## src/rtl/md_issue_ctrl.sv

```systemverilog
// Issue control for the multiply/divide unit: start/select decode, HI/LO write
// strobes, D-stage stall, busy-cycle latency capture and sticky protocol/timeout flags.
module md_issue_ctrl (
   input  logic       clk,
   input  logic       rst,
   input  logic [3:0] op_d,
   input  logic [3:0] op_e,
   input  logic       busy,
   output logic       start,
   output logic [2:0] mdctr,
   output logic       hiwrite,
   output logic       lowrite,
   output logic       stall_d,
   output logic [7:0] last_lat,
   output logic       err_proto,
   output logic       err_tmo
);

   typedef enum logic [1:0] {
      IDLE  = 2'd0,
      ARMED = 2'd1,
      BUSY  = 2'd2
   } state_t;

   localparam logic [7:0] TMO_LIMIT = 8'd64;

   state_t     state;
   logic [7:0] cnt;

   logic       arith_e;
   logic       hilo_e;
   logic       md_d;
   logic       engaged;
   logic       occupied;

   // NOTE: every signal assigned in always_comb gets a default first so no latch is inferred.
   always_comb begin
      arith_e  = (op_e >= 4'd1) && (op_e <= 4'd4);
      hilo_e   = (op_e == 4'd7) || (op_e == 4'd8);
      md_d     = (op_d >= 4'd1) && (op_d <= 4'd8);
      // Occupancy without the start term, so start does not depend on itself.
      engaged  = busy || (state != IDLE);
      start    = rst && arith_e && !engaged;
      occupied = start || engaged;
      stall_d  = md_d && occupied;
      hiwrite  = rst && (op_e == 4'd7);
      lowrite  = rst && (op_e == 4'd8);

      mdctr = 3'd0;
      case (op_e)
         4'd1:    mdctr = 3'd0;
         4'd2:    mdctr = 3'd2;
         4'd3:    mdctr = 3'd1;
         4'd4:    mdctr = 3'd3;
         default: mdctr = 3'd0;
      endcase
   end

   // NOTE: sequential state uses non-blocking assignments and an asynchronous active-low reset.
   always_ff @(posedge clk or negedge rst) begin
      if (!rst) begin
         state     <= IDLE;
         cnt       <= 8'd0;
         last_lat  <= 8'd0;
         err_proto <= 1'b0;
         err_tmo   <= 1'b0;
      end else begin
         if ((arith_e && engaged) || (hilo_e && engaged))
            err_proto <= 1'b1;

         case (state)
            IDLE: begin
               if (start)
                  state <= ARMED;
            end
            ARMED: begin
               if (busy) begin
                  state <= BUSY;
                  cnt   <= 8'd1;
               end else begin
                  state    <= IDLE;
                  last_lat <= 8'd0;
               end
            end
            BUSY: begin
               if (!busy) begin
                  state    <= IDLE;
                  last_lat <= cnt;
                  cnt      <= 8'd0;
               end else if (cnt >= TMO_LIMIT) begin
                  // Busy outlived the limit: give up so the D stage is released.
                  state    <= IDLE;
                  last_lat <= TMO_LIMIT;
                  cnt      <= 8'd0;
                  err_tmo  <= 1'b1;
               end else if (cnt != 8'hFF) begin
                  cnt <= cnt + 8'd1;
               end
            end
            default: begin
               state <= IDLE;
               cnt   <= 8'd0;
            end
         endcase
      end
   end

endmodule

```

## config.mk

```make
export PLATFORM = sky130hd
export DESIGN_NAME = md_issue_ctrl
export DESIGN_NICKNAME = d
export VERILOG_FILES = /design/src/rtl/md_issue_ctrl.sv
export SDC_FILE = /design/constraint.sdc
export NUM_CORES = 1
export LEC_CHECK = 0
export ABC_AREA = 1
export CORE_UTILIZATION = 48
export DETAILED_ROUTE_END_ITERATION = 8
export GPL_TIMING_DRIVEN = 0
export PLACE_DENSITY = 0.78
export SLEW_MARGIN = 40
export SYNTH_ARGS = -nofsm -noshare
export SYNTH_HDL_FRONTEND = slang
export SYNTH_SLANG_ARGS = --single-unit
```

## constraint.sdc

```tcl
create_clock -name clk -period 1.6 [get_ports clk]
set_input_delay 0.4 -clock clk [delete_from_list [all_inputs] [get_ports clk]]
set_output_delay 0.4 -clock clk [all_outputs]
set_load 0.01 [all_outputs]
```

==> impl_metrics.ini <==
[flow_run]
drv.max_cap_violation_count = 0

[critical_path]
critical_path_buf_inv_count = 4
instance_count_on_the_critical_path = 7
cpMaxStageDelayCell = sky130_fd_sc_hd__dfrtp_1
worst_setup_path_start_kind = flip-flop
required_ps = 1200
critPathMaxFanout = 2
cell_depth_of_the_worst_flop_to_flop_path = 9
cell_family_with_most_cp_delay = flip-flops
worst-setup-path-type = flip-flop to output port
worst_path_max_stage_delay_ps = 410
cp_data_arrival_time_ps = 1430
timing.critical_path.cells = inv_2 > ha_4 > inv_6 > nor2_4 > nand4_1 > inv_1 > buf_2
critical_path_endpoint_category = output port

[clock_network]
numCtsBuffers = 3
cts.root.buffer_cell = sky130_fd_sc_hd__clkbuf_4
source_to_sink_clock_delay_at_the_later_pin_of_the_worst_skew_pair_ps = 300
clock_tree_from_tritoncts = yes
ctsLongestPathBuffers = 2
cts-htree-levels = 1
cts.sinks = 20
cts.clk_slew.worst_paths_ps = 110

[routing]
drt_pre_antenna_iters = 4
route.detailed.wl_per_inst_um = 13.8
antenna_violating_nets_post_route = 0
drt_drc_violations_left = 0
drt_wl_total_um = 2890
count_of_vias_placed_by_the_detailed_router = 1098
detailedRoute.firstIterationViolations = 46
via_count_normalized_by_instance_count = 5.23

[sta]
timing.clock.skew_ps = 5.33
min_period_over_period = 1.15
timing.final.hold_violations = 0
achievable_frequency_mhz = 546
endpoints_failing_setup = 4
final-max-slew-violation-count = 0
post-route-worst-setup-slack_ps = -232
post-route-min-period_ps = 1830
unrepaired_setup_endpoints_after_global_routing = true

[floorplan]
die_w_um = 51.1
floorplan.die_area_sq_um = 2610
core_region_area_sq_um = 2230
rows = 17
ios = 28
initial_utilization = 0.517
die_height_um = 51.1

[placed_design]
placedInstanceArea_sq_um = 1450
port-buffer-count = 26
gpl.final_weighted_congestion = 0.875
dpl_worst_slack_ps = -894
post-dp-hpwl_um = 1800

[power]
p_per_area_nw_per_um2 = 1270
share_seq_of_total_power = 0.288
clkPwrFrac = 0.141
power.leakage_nw = 0.857
p_sw_frac = 0.427
p_int_mw = 1.20
combPwrFrac = 0.571
largest_voltage_drop_on_the_vdd_net_mv = 1.13
net-switching-power_mw = 0.893

[global_route]
global_route.overflow_total = 0
globalRouteTotalUtil = 0.240
grt_pass1_vias = 1036
number_of_antenna_violations_at_the_first_check_in_global_routing = 0
first_pass_grt_wire_length_um = 4540
grt_start_max_net_pins = 21

[synth]
post_synth.cell_area_avg_sq_um = 8.43
post_synth_instance_area_sq_um = 1150
syn_inst = 137
synth-seq-area-share = 0.433
net_count_synth = 153
synth_warnings = 0
synth_cell_type_count = 29
ys_seq_elements = 20

[finish]
post_synthesis_to_final_layout_area_growth_pct = 42.5
final_layout_size_suffix_gt1_frac = 0.368
n_antenna_cell = 0
layout.cell_area.non_filler_sq_um = 1650
design.final.nets = 199

[run_status]
failed_checks = setup timing
outcome = complete, but fails checks

[min_path]
hp-class = input port to asynchronous set/reset pin
## registers in the layout, indices dropped and copies added (netlist names)
| name | count |
|---|---|
| cnt | 8 |
| err_proto | 1 |
| err_tmo | 1 |
| last_lat | 8 |
| state | 2 |
## per-layer routing
layer	GRT usage	wire length, um	vias to the layer above
li1	-	-	541
met1	0.294	1270	524
met2	0.399	1460	28
met3	0.0476	110	5
met4	0.116	46	0
met5	0	0	-
## final timing paths
kind / from / end / slack [ps]
setup / recovery: state[0]$_DFFE_PN0P_ / start / -230
hold / removal: rst / err_proto$_DFFE_PN0P_ / 160
setup reg to reg: state[0]$_DFFE_PN0P_ / cnt[0]$_DFFE_PN0P_ / 10
hold reg to reg: last_lat[0]$_DFFE_PN0P_ / last_lat[0]$_DFFE_PN0P_ / 480
max in group asynchronous: rst / last_lat[5]$_DFFE_PN0P_ / 1130
min in group clk: last_lat[0]$_DFFE_PN0P_ / last_lat[0]$_DFFE_PN0P_ / 480
## metrics by stage
step | TNS, ps | utilization | instances | power (mW) | hold WS [ps]
2_1_floorplan | 0 | - | 137 | 1.27 | 104
3_3_place_gp | -8980 | 0.649 | 191 | 1.48 | 463
3_5_place_dp | -5870 | 0.647 | 191 | 1.50 | 390
4_1_cts | -397 | 0.708 | 206 | 1.99 | 488
5_1_grt | -1250 | 0.737 | 210 | 2.24 | 188
6_report | -434 | 0.737 | 210 | 2.09 | 156
## power groups by stage
stage,registers [mW],logic [mW],clock network (mW)
global route,0.610,1.30,0.324
detailed placement,0.615,0.884,0
global placement,0.613,0.862,0
floorplan,0.618,0.649,0
CTS,0.600,1.08,0.307
finish,0.601,1.19,0.296
## cell type report
cell class	count	area, sq um
well taps	28	35.0
inverters	20	82.6
multi-input cells	95	658
fillers	166	588
repair buffers	41	314
flip-flops and latches	20	500
plain buffers	2	18.8
clock buffers	4	36.3
## timing repair
item,CTS,global route
pin swaps,11,6
buffers inserted,10,4
hold buffers,1,0
endpoints found under the setup margin,18,16
endpoints found under the hold margin,20,0
resized for setup,69,16
## kinds of logic (layout without fill, tap and decap cells)
group | count (synthesis) | after routing | share of synthesized area
simple gates | 60 | 60 | 0.272
compound gates | 28 | 28 | 0.146
flops | 20 | 20 | 0.433
xor+xnor | 1 | 1 | 0.00759
buf+inv | 22 | 67 | 0.0834
fa+ha+maj | 5 | 5 | 0.0542
other cells | 1 | 1 | 0.00325
## synth_stat cells
library cell / instances / area [sq um]
sky130_fd_sc_hd__nand2_1: 22 / 82.6
sky130_fd_sc_hd__dfrtp_1: 20 / 500
sky130_fd_sc_hd__inv_1: 14 / 52.6
sky130_fd_sc_hd__nand3_1: 13 / 65.1
sky130_fd_sc_hd__nor2_1: 13 / 48.8
sky130_fd_sc_hd__o21ai_1: 12 / 60.1
sky130_fd_sc_hd__a21oi_1: 5 / 25.0
sky130_fd_sc_hd__ha_1: 5 / 62.6
sky130_fd_sc_hd__inv_2: 5 / 18.8
sky130_fd_sc_hd__nor3_1: 3 / 15.0
sky130_fd_sc_hd__o21ai_0: 3 / 15.0
sky130_fd_sc_hd__o21ai_2: 3 / 26.3
sky130_fd_sc_hd__nand2_4: 2 / 22.5
sky130_fd_sc_hd__o21bai_1: 2 / 15.0
sky130_fd_sc_hd__a21boi_1: 1 / 7.51
sky130_fd_sc_hd__buf_4: 1 / 7.51
sky130_fd_sc_hd__buf_6: 1 / 11.3
sky130_fd_sc_hd__conb_1: 1 / 3.75
sky130_fd_sc_hd__inv_4: 1 / 6.26
sky130_fd_sc_hd__nand2_8: 1 / 20.0
sky130_fd_sc_hd__nand3_2: 1 / 10.0
sky130_fd_sc_hd__nand4_1: 1 / 6.26
sky130_fd_sc_hd__nor2_2: 1 / 6.26
sky130_fd_sc_hd__nor2_4: 1 / 11.3
sky130_fd_sc_hd__nor3_2: 1 / 10.0
sky130_fd_sc_hd__nor3_4: 1 / 16.3
sky130_fd_sc_hd__o211ai_2: 1 / 12.5
sky130_fd_sc_hd__o31ai_1: 1 / 7.51
sky130_fd_sc_hd__xor2_1: 1 / 8.76
## cell usage in the layout, fill, tap and decap left out, types with 2 or more instances in the layout
cell type,instances
sky130_fd_sc_hd__nand2_1,21
sky130_fd_sc_hd__dfrtp_1,20
sky130_fd_sc_hd__buf_4,18
sky130_fd_sc_hd__o21ai_1,12
sky130_fd_sc_hd__dlygate4sd2_1,12
sky130_fd_sc_hd__nand3_1,11
sky130_fd_sc_hd__inv_1,10
sky130_fd_sc_hd__nor2_1,10
sky130_fd_sc_hd__inv_2,8
sky130_fd_sc_hd__buf_2,8
sky130_fd_sc_hd__nor2_4,5
sky130_fd_sc_hd__a21oi_1,4
sky130_fd_sc_hd__o21ai_0,3
sky130_fd_sc_hd__clkbuf_4,3
sky130_fd_sc_hd__clkdlybuf4s50_1,3
sky130_fd_sc_hd__nor3_2,2
sky130_fd_sc_hd__nand3_2,2
sky130_fd_sc_hd__nand2_4,2
sky130_fd_sc_hd__buf_6,2
sky130_fd_sc_hd__o21bai_1,2
sky130_fd_sc_hd__o21ai_2,2
sky130_fd_sc_hd__nor3_1,2
sky130_fd_sc_hd__ha_4,2
sky130_fd_sc_hd__ha_1,2
(Power assumes the default switching activity.)
